`src/rtl/par_to_ser_reader.sv`:
```
// Parallel-to-serial reader: snapshots a register word on capture and streams it
// out one bit per valid/ready transfer, marking the first bit and the end of the frame.
module par_to_ser_reader #(
  parameter int WIDTH     = 8,
  parameter bit MSB_FIRST = 1'b1
) (
  input  logic             clock,
  input  logic             reset,
  input  logic             clear,
  input  logic             capture,
  input  logic [WIDTH-1:0] data_in,
  input  logic             ready,
  output logic             serial_out,
  output logic             serial_valid,
  output logic             frame_start,
  output logic             frame_done,
  output logic             busy,
  output logic             overrun
);

  localparam int CW = $clog2(WIDTH) + 1;
  localparam logic [CW-1:0] LAST = CW'(WIDTH - 1);

  typedef enum logic {
    IDLE,
    SHIFT
  } state_t;

  state_t           r_state;
  logic [WIDTH-1:0] r_shift;
  logic [CW-1:0]    r_count;
  logic             r_serialOut;
  logic             r_serialValid;
  logic             r_frameStart;
  logic             r_frameDone;
  logic             r_busy;
  logic             r_overrun;

  logic [WIDTH-1:0] w_shifted;
  logic             w_nextHead;
  logic             w_captureHead;
  logic             w_last;

  // The head bit always sits at one end of the register; shifting moves the next bit into it.
  assign w_shifted     = MSB_FIRST ? {r_shift[WIDTH-2:0], 1'b0} : {1'b0, r_shift[WIDTH-1:1]};
  assign w_nextHead    = MSB_FIRST ? r_shift[WIDTH-2] : r_shift[1];
  assign w_captureHead = MSB_FIRST ? data_in[WIDTH-1] : data_in[0];
  assign w_last        = (r_count == LAST);

  always_ff @(posedge clock or posedge reset) begin
    if (reset) begin
      r_state       <= IDLE;
      r_shift       <= '0;
      r_count       <= '0;
      r_serialOut   <= 1'b0;
      r_serialValid <= 1'b0;
      r_frameStart  <= 1'b0;
      r_frameDone   <= 1'b0;
      r_busy        <= 1'b0;
      r_overrun     <= 1'b0;
    end else begin
      r_frameDone <= 1'b0;
      if (clear) begin
        r_state       <= IDLE;
        r_shift       <= '0;
        r_count       <= '0;
        r_serialOut   <= 1'b0;
        r_serialValid <= 1'b0;
        r_frameStart  <= 1'b0;
        r_busy        <= 1'b0;
        r_overrun     <= 1'b0;
      end else begin
        case (r_state)
          IDLE: begin
            if (capture) begin
              r_state       <= SHIFT;
              r_shift       <= data_in;
              r_count       <= '0;
              r_serialOut   <= w_captureHead;
              r_serialValid <= 1'b1;
              r_frameStart  <= 1'b1;
              r_busy        <= 1'b1;
            end
          end
          SHIFT: begin
            // A capture during a frame is dropped but remembered until clear.
            if (capture) begin
              r_overrun <= 1'b1;
            end
            if (ready) begin
              r_shift      <= w_shifted;
              r_frameStart <= 1'b0;
              if (w_last) begin
                r_state       <= IDLE;
                r_count       <= '0;
                r_serialOut   <= 1'b0;
                r_serialValid <= 1'b0;
                r_busy        <= 1'b0;
                r_frameDone   <= 1'b1;
              end else begin
                r_count     <= r_count + 1'b1;
                r_serialOut <= w_nextHead;
              end
            end
          end
          default: r_state <= IDLE;
        endcase
      end
    end
  end

  assign serial_out   = r_serialOut;
  assign serial_valid = r_serialValid;
  assign frame_start  = r_frameStart;
  assign frame_done   = r_frameDone;
  assign busy         = r_busy;
  assign overrun      = r_overrun;

endmodule

```
`config.mk`:
```
export PLATFORM = sky130hd
export DESIGN_NAME = par_to_ser_reader
export DESIGN_NICKNAME = d
export VERILOG_FILES = /design/src/rtl/par_to_ser_reader.sv
export SDC_FILE = /design/constraint.sdc
export NUM_CORES = 1
export LEC_CHECK = 0
export ABC_AREA = 1
export CAP_MARGIN = 10
export CORE_MARGIN = 2
export CORE_UTILIZATION = 48
export CTS_CLUSTER_DIAMETER = 200
export DETAILED_ROUTE_END_ITERATION = 10
export PLACE_DENSITY = 0.76
export SLEW_MARGIN = 20
export SYNTH_ARGS = -nofsm -noshare
export SYNTH_HDL_FRONTEND = slang
export SYNTH_SLANG_ARGS = --single-unit
```
`constraint.sdc`:
```
create_clock -name clock -period 1.6 [get_ports clock]
set_clock_uncertainty 0.1 [all_clocks]
set_input_delay 0.16 -clock clock [delete_from_list [all_inputs] [get_ports clock]]
set_output_delay 0.16 -clock clock [all_outputs]
set_load 0.05 [all_outputs]
```
# After elaboration in Yosys (flattened, before gate mapping)
# Cells that the tools add are included.
# word_totals
ff_bits	17
in_bits	13
output_inout_bits	6
elab_cells	52
# op_classes
addsub	1
eq_ne	4
mux	33
n_bitwise	1
n_reduce_logical	5
# ops
operator	n
7-bit two-way mux	3
1-bit two-way mux	20
4-bit two-way mux	4
7-bit case mux with 2 select lines	1
1-bit case mux with 2 select lines	4
4-bit case mux with 2 select lines	1
3-bit inequality test, second input constant	2
4-bit by 1-bit adder with 4-bit output, second input constant	1
4-bit by 3-bit == test with 1-bit output, second input constant	1
2-bit AND reduction	2
2-bit nonzero test	2
3-bit by 2-bit inequality test with 1-bit output, second input constant	1
3-bit AND reduction	1
1-bit inverter	1

# Depth between registers and ports, before layout
# Gate-level depths: netlist of the first run.
# logic_depth
depth_word	5
depth_mapped	7
mapped_depth_nobuf	7

# Worst setup path after synthesis of the first run
# OpenSTA, ideal clock, no wires.
# synth_path
kind	reg-to-reg
start	reg r_state
end	reg r_count[3]
setup_ns	0.117
t_arrival_ns	0.972
required_ns	1.383
setup_slack_ns	0.411
path_stages_with_launch	7
n_path_buf	2
synth_period_minus_slack_ns	1.189
cell_sequence	dfrtp_1 buf_6 o21ai_1 nand2_4 buf_12 nand3_1 nand2_1
# synth_via
elab_chain_cells	3
word_cells_on_any_way	6
classes_between	eq/ne: 2; mux: 2; bitwise: 1; reduce/logical: 1
# synth_rtl
element	line_no	source
from (decl)	29	state_t r_state;
from (signal assigned)	52	r_state <= IDLE;
from (signal assigned)	64	r_state <= IDLE;
from (signal assigned)	76	r_state <= SHIFT;
1-bit inverter	-	
4-bit case mux with 2 select lines or 3-bit inequality test (tied branches)	-	
4-bit two-way mux or 2-bit AND reduction (tied branches)	-	
to (signal assigned)	101	r_count <= r_count + 1'b1;
to (decl)	31	logic [CW-1:0] r_count;
# Several ways; a longest one is shown, not always the timed one.
# A chain may end at the register's enable or synchronous reset.

# Worst setup path in the final report of the first run
# layout_path
start	reg r_count[0]
end	reg r_count[0]
# layout_via
elab_chain_cells	5
word_cells_on_any_way	6
classes_between	add/sub: 1; eq/ne: 1; mux: 4
# layout_rtl
element	line_no	source
4-bit by 1-bit adder with 4-bit output or 4-bit by 3-bit == test with 1-bit output (tied branches)	101, 48	
4-bit two-way mux (*)	93	if (w_last) begin
4-bit two-way mux (*)	90	if (ready) begin
4-bit case mux with 2 select lines (*)	73	case (r_state)
4-bit two-way mux (*)	63	if (clear) begin
# Mark *: on every way between the ends. The rest lies on a longest branch, timed or not. The select of a mux whose other input is x is not followed.

==> results of run 1 <==
logic make-up after synthesis:
| logic type | share of synthesized area, % |
|---|---|
| AOI/OAI and AO/OA | 13.8 |
| adders and majority gates | 1.41 |
| buffers and inverters | 9.87 |
| DFF | 48.0 |
| and+or+nand+nor | 26.9 |
per-stage QoR:
| step | util [%] | instance area [µm²] | setup slack, ps | cells | hold WS [ps] |
|---|---|---|---|---|---|
| 6_report | 62.9 | 1090 | 285 | 154 | 71.4 |
| 5_1_grt | 62.9 | 1090 | 163 | 154 | 97.1 |
| 4_1_cts | 62.9 | 1090 | 266 | 154 | 73.2 |
| 3_5_place_dp | 61.4 | 1060 | 25.8 | 150 | 372 |
| 3_3_place_gp | 61.4 | 1060 | 79.8 | 150 | 377 |
| 2_1_floorplan | - | 887 | 411 | 108 | -13.9 |
state kept, by name, summed over array words and instances, names as in the netlist:
name,cells
busy,1
r_state,1
frame_done,1
r_shift,7
overrun,1
r_count,4
frame_start,1
serial_out,1
worst min-delay path by stage:
stage,start,end,slack (ps),cells after the start
final,reset,r_count[3],70,3
after floorplan,reset,busy,-10,1
after global routing,reset,r_count[2],100,3
after detailed placement,frame_start,frame_start,370,2
after CTS,reset,r_count[3],70,3
after global placement,frame_start,frame_start,380,2
cells in the final DEF (no fill, tap or decap):
master,instances
dfrtp_1,17
clkbuf_1,1
o21ai_0,7
nand2_4,1
a22o_1,1
nand2_1,38
inv_1,11
clkdlybuf4s50_1,12
inv_2,2
clkbuf_4,3
o21ai_2,7
ha_1,1
nand4_1,2
o21ai_1,2
nand2_2,1
buf_4,8
nor2_1,6
nand3b_1,1
nand3_1,6
nor2_2,1
o21bai_1,1
worst reg2reg max path: cells and delay by family (launching register included):
kind                     cells  cell delay, ps
adder cells (fa/ha/maj)      1             220
flip-flops                   1             410
AND/OR/NAND/NOR              5             490
area by class of cell:
| cell class | count | area, µm² | share of cell area [%] |
|---|---|---|---|
| Clock buffer | 4 | 26.3 | 2.42 |
| Sequential cell | 17 | 425 | 39.2 |
| Timing Repair Buffer | 20 | 180 | 16.6 |
| Multi-Input combinational cell | 75 | 374 | 34.4 |
| Inverter | 13 | 48.8 | 4.49 |
| Tap cell | 25 | 31.3 | 2.88 |
routing by layer:
layer  share of wire (%)  wire (µm)  up-vias
li1                    -          -      385
met1                  49        802      327
met2                  44        731       16
met3                 5.7         94        4
met4                 1.1         18        0
met5                   0          0        -
synthesized netlist by cell type, drive strengths merged:
library cell	n	area share, %
a22o	1	0.99
buf	3	4.4
dfrtp	17	48
ha	1	1.4
inv	13	5.5
nand2	40	18
nand3	6	3.4
nand3b	1	0.85
nand4	2	1.4
nor2	7	3.2
o21ai	16	12
o21bai	1	0.85
power by group:
group | switching, mW | total, mW | internal (mW)
registers | 0.0169 | 0.478 | 0.461
logic | 0.131 | 0.208 | 0.0772
clock network | 0.127 | 0.224 | 0.0971
==> impl_metrics.env, run 1 <==
export IMPL_dieArea_um2=2210
export IMPL_crit_buf_inv=0
export IMPL_portBuffers=18
export IMPL_ys_seq_area_share_pct=48.0
export IMPL_slew_headroom_pct=77.6
export IMPL_grt_use_total_pct=18.2
export IMPL_syn2layout_area_growth_pct=22.4
export IMPL_endpoint="r_count[0]"
export IMPL_routed_via_count=732
export IMPL_r2r_setup_slack_ps=280
export IMPL_layout_drive_gt1_share_pct=17.8
export IMPL_syn_inst=108
export IMPL_worstPathCellList="ha_1 -> nand2_1 -> nor2_1 -> nor2_1 -> nand3b_1 -> nand2_1"
export IMPL_yosysUniqueCellTypes=20
export IMPL_insertion_delay_ps=290
export IMPL_synth_avg_cell_area_um2=8.21
export IMPL_fin_nets=144
export IMPL_end_kind="flip-flop"
export IMPL_cap_viol_max_count=0
export IMPL_fillers=170
export IMPL_worst_pin_slew_ps=336
export IMPL_finalCriticalPeriod_ps=1320
export IMPL_antenna_found_initial=0
export IMPL_total_power_mw=0.910
export IMPL_cts_setup_buffers=0
export IMPL_die_h_um=47.0
export IMPL_path_depth=6
export IMPL_post_drt_wl_per_cell_um=10.7
export IMPL_drt_iter0_markers=13
export IMPL_cpLargestDelayFamily="simple AND/OR/NAND/NOR gates"
export IMPL_rr_endpoint="r_count[0]"
export IMPL_grt_overflow=0
export IMPL_cts_resized=0
export IMPL_grt_met2_usage_pct=26.8
export IMPL_gp_congestion=0.844
export IMPL_path_class="flip-flop to flip-flop"
export IMPL_setup_tns_ps=0
export IMPL_max_stage_delay_ps=410
export IMPL_synth_area_um2=887
export IMPL_clkTransAtPathRegs_ps=90
export IMPL_grt_pass1_wl_um=2730
export IMPL_worstRegToRegCells=6
export IMPL_setup_violations=0
export IMPL_postRouteWirelength_um=1650
export IMPL_htree_levels=1
export IMPL_worst_ep_arrival_time_ps=1390
export IMPL_cp_required_ps=1680
export IMPL_cts_buffer_depth=2
export IMPL_status="finished, final reports clean"
export IMPL_slew_violations=0
export IMPL_rsz0062_at_grt="false"
export IMPL_initial_core_util_pct=51.4
export IMPL_die_x_um=47.0
export IMPL_hold_class="primary input to asynchronous set/reset pin"
export IMPL_grt_met1_usage_pct=24.7
export IMPL_viasPerCell=4.75
export IMPL_finalCritPeriodShare_pct=82.2
export IMPL_route_detailed_drc=0
export IMPL_syn_nets=122
export IMPL_cts_made_buffers=3
export IMPL_pwr_density_cell_nw_per_um2=838
export IMPL_use_met3_pct=7.69
export IMPL_ys_warn_count=0
export IMPL_power_leakage_nw=0.541
export IMPL_busiest_layer="met2"
export IMPL_hpwlAfterDp_um=1230
export IMPL_postRouteAntennaNets=0
export IMPL_std_cell_rows=15
export IMPL_fmax_mhz=760
export IMPL_grt_max_degree=19
export IMPL_start_kind="flip-flop"
export IMPL_drt_pass1_iterations=4
export IMPL_slowest_stage="dfrtp_1"
export IMPL_coreArea_um2=1730
export IMPL_grt_pass1_vias=619
export IMPL_io_pins=19
export IMPL_ir_drop_v=0.000816
export IMPL_hold_viol_final=0
export IMPL_num_antenna_cells=0
export IMPL_clkSinkCount=17
export IMPL_rr_startpoint="r_count[0]"
export IMPL_synth_seq_cells=17
export IMPL_cts_tree="built"
export IMPL_cts_root_buf="clkbuf_4"
export IMPL_startpoint="r_count[0]"
export IMPL_worst_path_max_fanout=5
export IMPL_hold_buffers=0
(Power assumes the default switching activity.)
==> run 2: changes to the inputs <==
clock period = 1.3 ns   (was 1.6 ns; I/O delays follow)
==> impl_metrics.env, run 2 (synthesis results as in run 1) <==
export IMPL_status="finished, final reports clean"
export IMPL_clkSinkCount=17
export IMPL_finalCritPeriodShare_pct=97.6
export IMPL_cts_root_buf="clkbuf_4"
export IMPL_syn2layout_area_growth_pct=44.4
export IMPL_fmax_mhz=788
export IMPL_combPwrFrac_pct=28.3
export IMPL_rr_endpoint="r_shift[6]"
export IMPL_insertion_delay_ps=290
export IMPL_std_cell_rows=15
export IMPL_route_detailed_drc=0
export IMPL_r2r_setup_slack_ps=30
export IMPL_viasPerCell=5.02
export IMPL_num_antenna_cells=0
export IMPL_die_x_um=47.0
export IMPL_drt_pass1_iterations=4
export IMPL_cap_viol_max_count=0
export IMPL_placedCellCount=155
export IMPL_cts_buffer_depth=2
export IMPL_rsz0062_at_grt="true"
export IMPL_rr_startpoint="r_state"
export IMPL_clkTransAtPathRegs_ps=100
export IMPL_drt_iter0_markers=21
export IMPL_power_switching_mw=0.386
export IMPL_cts_made_buffers=3
export IMPL_antenna_found_initial=0
export IMPL_post_drt_wl_per_cell_um=12.7
export IMPL_cp_required_ps=1400
export IMPL_end_kind="flip-flop"
export IMPL_cts_tree="built"
export IMPL_power_leakage_nw=0.631
export IMPL_path_class="flip-flop to flip-flop"
export IMPL_postRouteWirelength_um=2100
export IMPL_start_kind="flip-flop"
export IMPL_hold_viol_final=0
export IMPL_worst_path_max_fanout=9
export IMPL_worstRegToRegCells=4
export IMPL_dieArea_um2=2210
export IMPL_routed_via_count=829
export IMPL_grt_max_degree=19
export IMPL_io_pins=19
export IMPL_worst_ep_arrival_time_ps=1370
export IMPL_final_common_cell="nand2_1"
export IMPL_slew_headroom_pct=80.8
export IMPL_grt_overflow=0
export IMPL_setup_tns_ps=0
export IMPL_portBuffers=18
export IMPL_fin_nets=155
export IMPL_ir_drop_v=0.000748
export IMPL_largest_reg_flops=7
export IMPL_layout_common_cells="nand2_1 (38), dfrtp_1 (16), inv_1 (11), clkdlybuf4s50_1 (11), buf_4 (11)"
export IMPL_fin_cells=165
export IMPL_grt_pass1_vias=751
export IMPL_power_frac_seq_pct=48.1
export IMPL_hold_buffers=0
export IMPL_worst_slack_ps=31.1
export IMPL_dpl_cell_area_um2=1180
export IMPL_fin_area_um2=1280
export IMPL_intPower_mw=0.853
export IMPL_die_h_um=47.0
export IMPL_layout_drive_gt1_share_pct=27.1
export IMPL_postRouteAntennaNets=0
export IMPL_top_register="r_shift"
export IMPL_grt_pass1_wl_um=3310
export IMPL_gp_congestion=0.782
export IMPL_reg_top3="r_shift (7), r_count (4)"
export IMPL_coreArea_um2=1730
export IMPL_worst_pin_slew_ps=288
export IMPL_clock_power_share_pct=23.5
export IMPL_swShare_pct=31.1
export IMPL_hold_class="primary input to asynchronous set/reset pin"
export IMPL_setup_violations=0
export IMPL_slew_violations=0
export IMPL_initial_core_util_pct=51.4
export IMPL_hpwlAfterDp_um=1410
export IMPL_pwr_density_cell_nw_per_um2=967
export IMPL_grt_use_total_pct=21.6
export IMPL_dp_worst_setup_slack_ps=-218
export IMPL_htree_levels=1
export IMPL_finalCriticalPeriod_ps=1270
==> run 2: cell types whose count changed in the layout (fill, tap and decap cells not counted), sizes merged <==
cell and change:
buf +10, clkdlybuf4s50 -1, dlymetal6s2s +1, nand2 +1
==> run 2: power groups by stage <==
stage / combinational, mW / sequential (mW) / clock [mW]
after global placement: 0.310 / 0.605 / 0
final: 0.351 / 0.596 / 0.292
after CTS: 0.319 / 0.596 / 0.287
after detailed placement: 0.315 / 0.606 / 0
after global routing: 0.384 / 0.602 / 0.320
after floorplan: 0.151 / 0.631 / 0
==> run 2: cell type report <==
class	count	area [µm²]
Fill cell	130	445
Tap cell	25	31.3
Timing Repair Buffer	30	345
Multi-Input combinational cell	76	403
Inverter	13	48.8
Sequential cell	17	427
Clock buffer	4	26.3
==> run 2: timing repair <==
item / CTS / global route
setup buffers: 0 / 5
setup endpoints to repair: 0 / 14
resized for setup: 0 / 7
==> run 2: per-layer routing <==
metal  vias up  share of wire (%)  global-route usage (%)
met5         -                  0                       0
li1        413                  -                       -
met3         5                4.4                    3.08
met2        27                 49                    34.0
met1       384                 44                    30.1
met4         0                1.8                    8.33
==> run 2: how the worst max path moves through the flow <==
stage / start / end / slack, ps / depth (start not counted)
2_1_floorplan: r_state / r_count[3] / 110 / 6
3_3_place_gp: clear / r_shift[5] / -170 / 5
3_5_place_dp: clear / r_count[3] / -220 / 5
4_1_cts: r_state / r_count[3] / 20 / 4
5_1_grt: r_state / r_shift[5] / -40 / 5
6_report: r_state / r_shift[6] / 30 / 4
==> run 2: worst max-delay path, stage by stage (launching register included) <==
cell      delay [ps]
dfrtp_2          470
o21bai_2         270
nand2_4          160
buf_4            130
o21ai_2           40
==> run 2: metrics by stage <==
| stage | power (mW) | hold WS [ps] | utilization [%] |
|---|---|---|---|
| after floorplan | 0.783 | -43.9 | - |
| after global placement | 0.915 | 355 | 68.6 |
| after detailed placement | 0.922 | 403 | 68.6 |
| after CTS | 1.20 | 91.4 | 70.1 |
| after global routing | 1.31 | 77.8 | 74.2 |
| final | 1.24 | 61.9 | 74.2 |
==> run 3: changes to the inputs <==
CAP_MARGIN = unset   (was 10)
==> results of run 3 <==
Same layout as run 2: the final DEF is identical, and so are final timing and power.
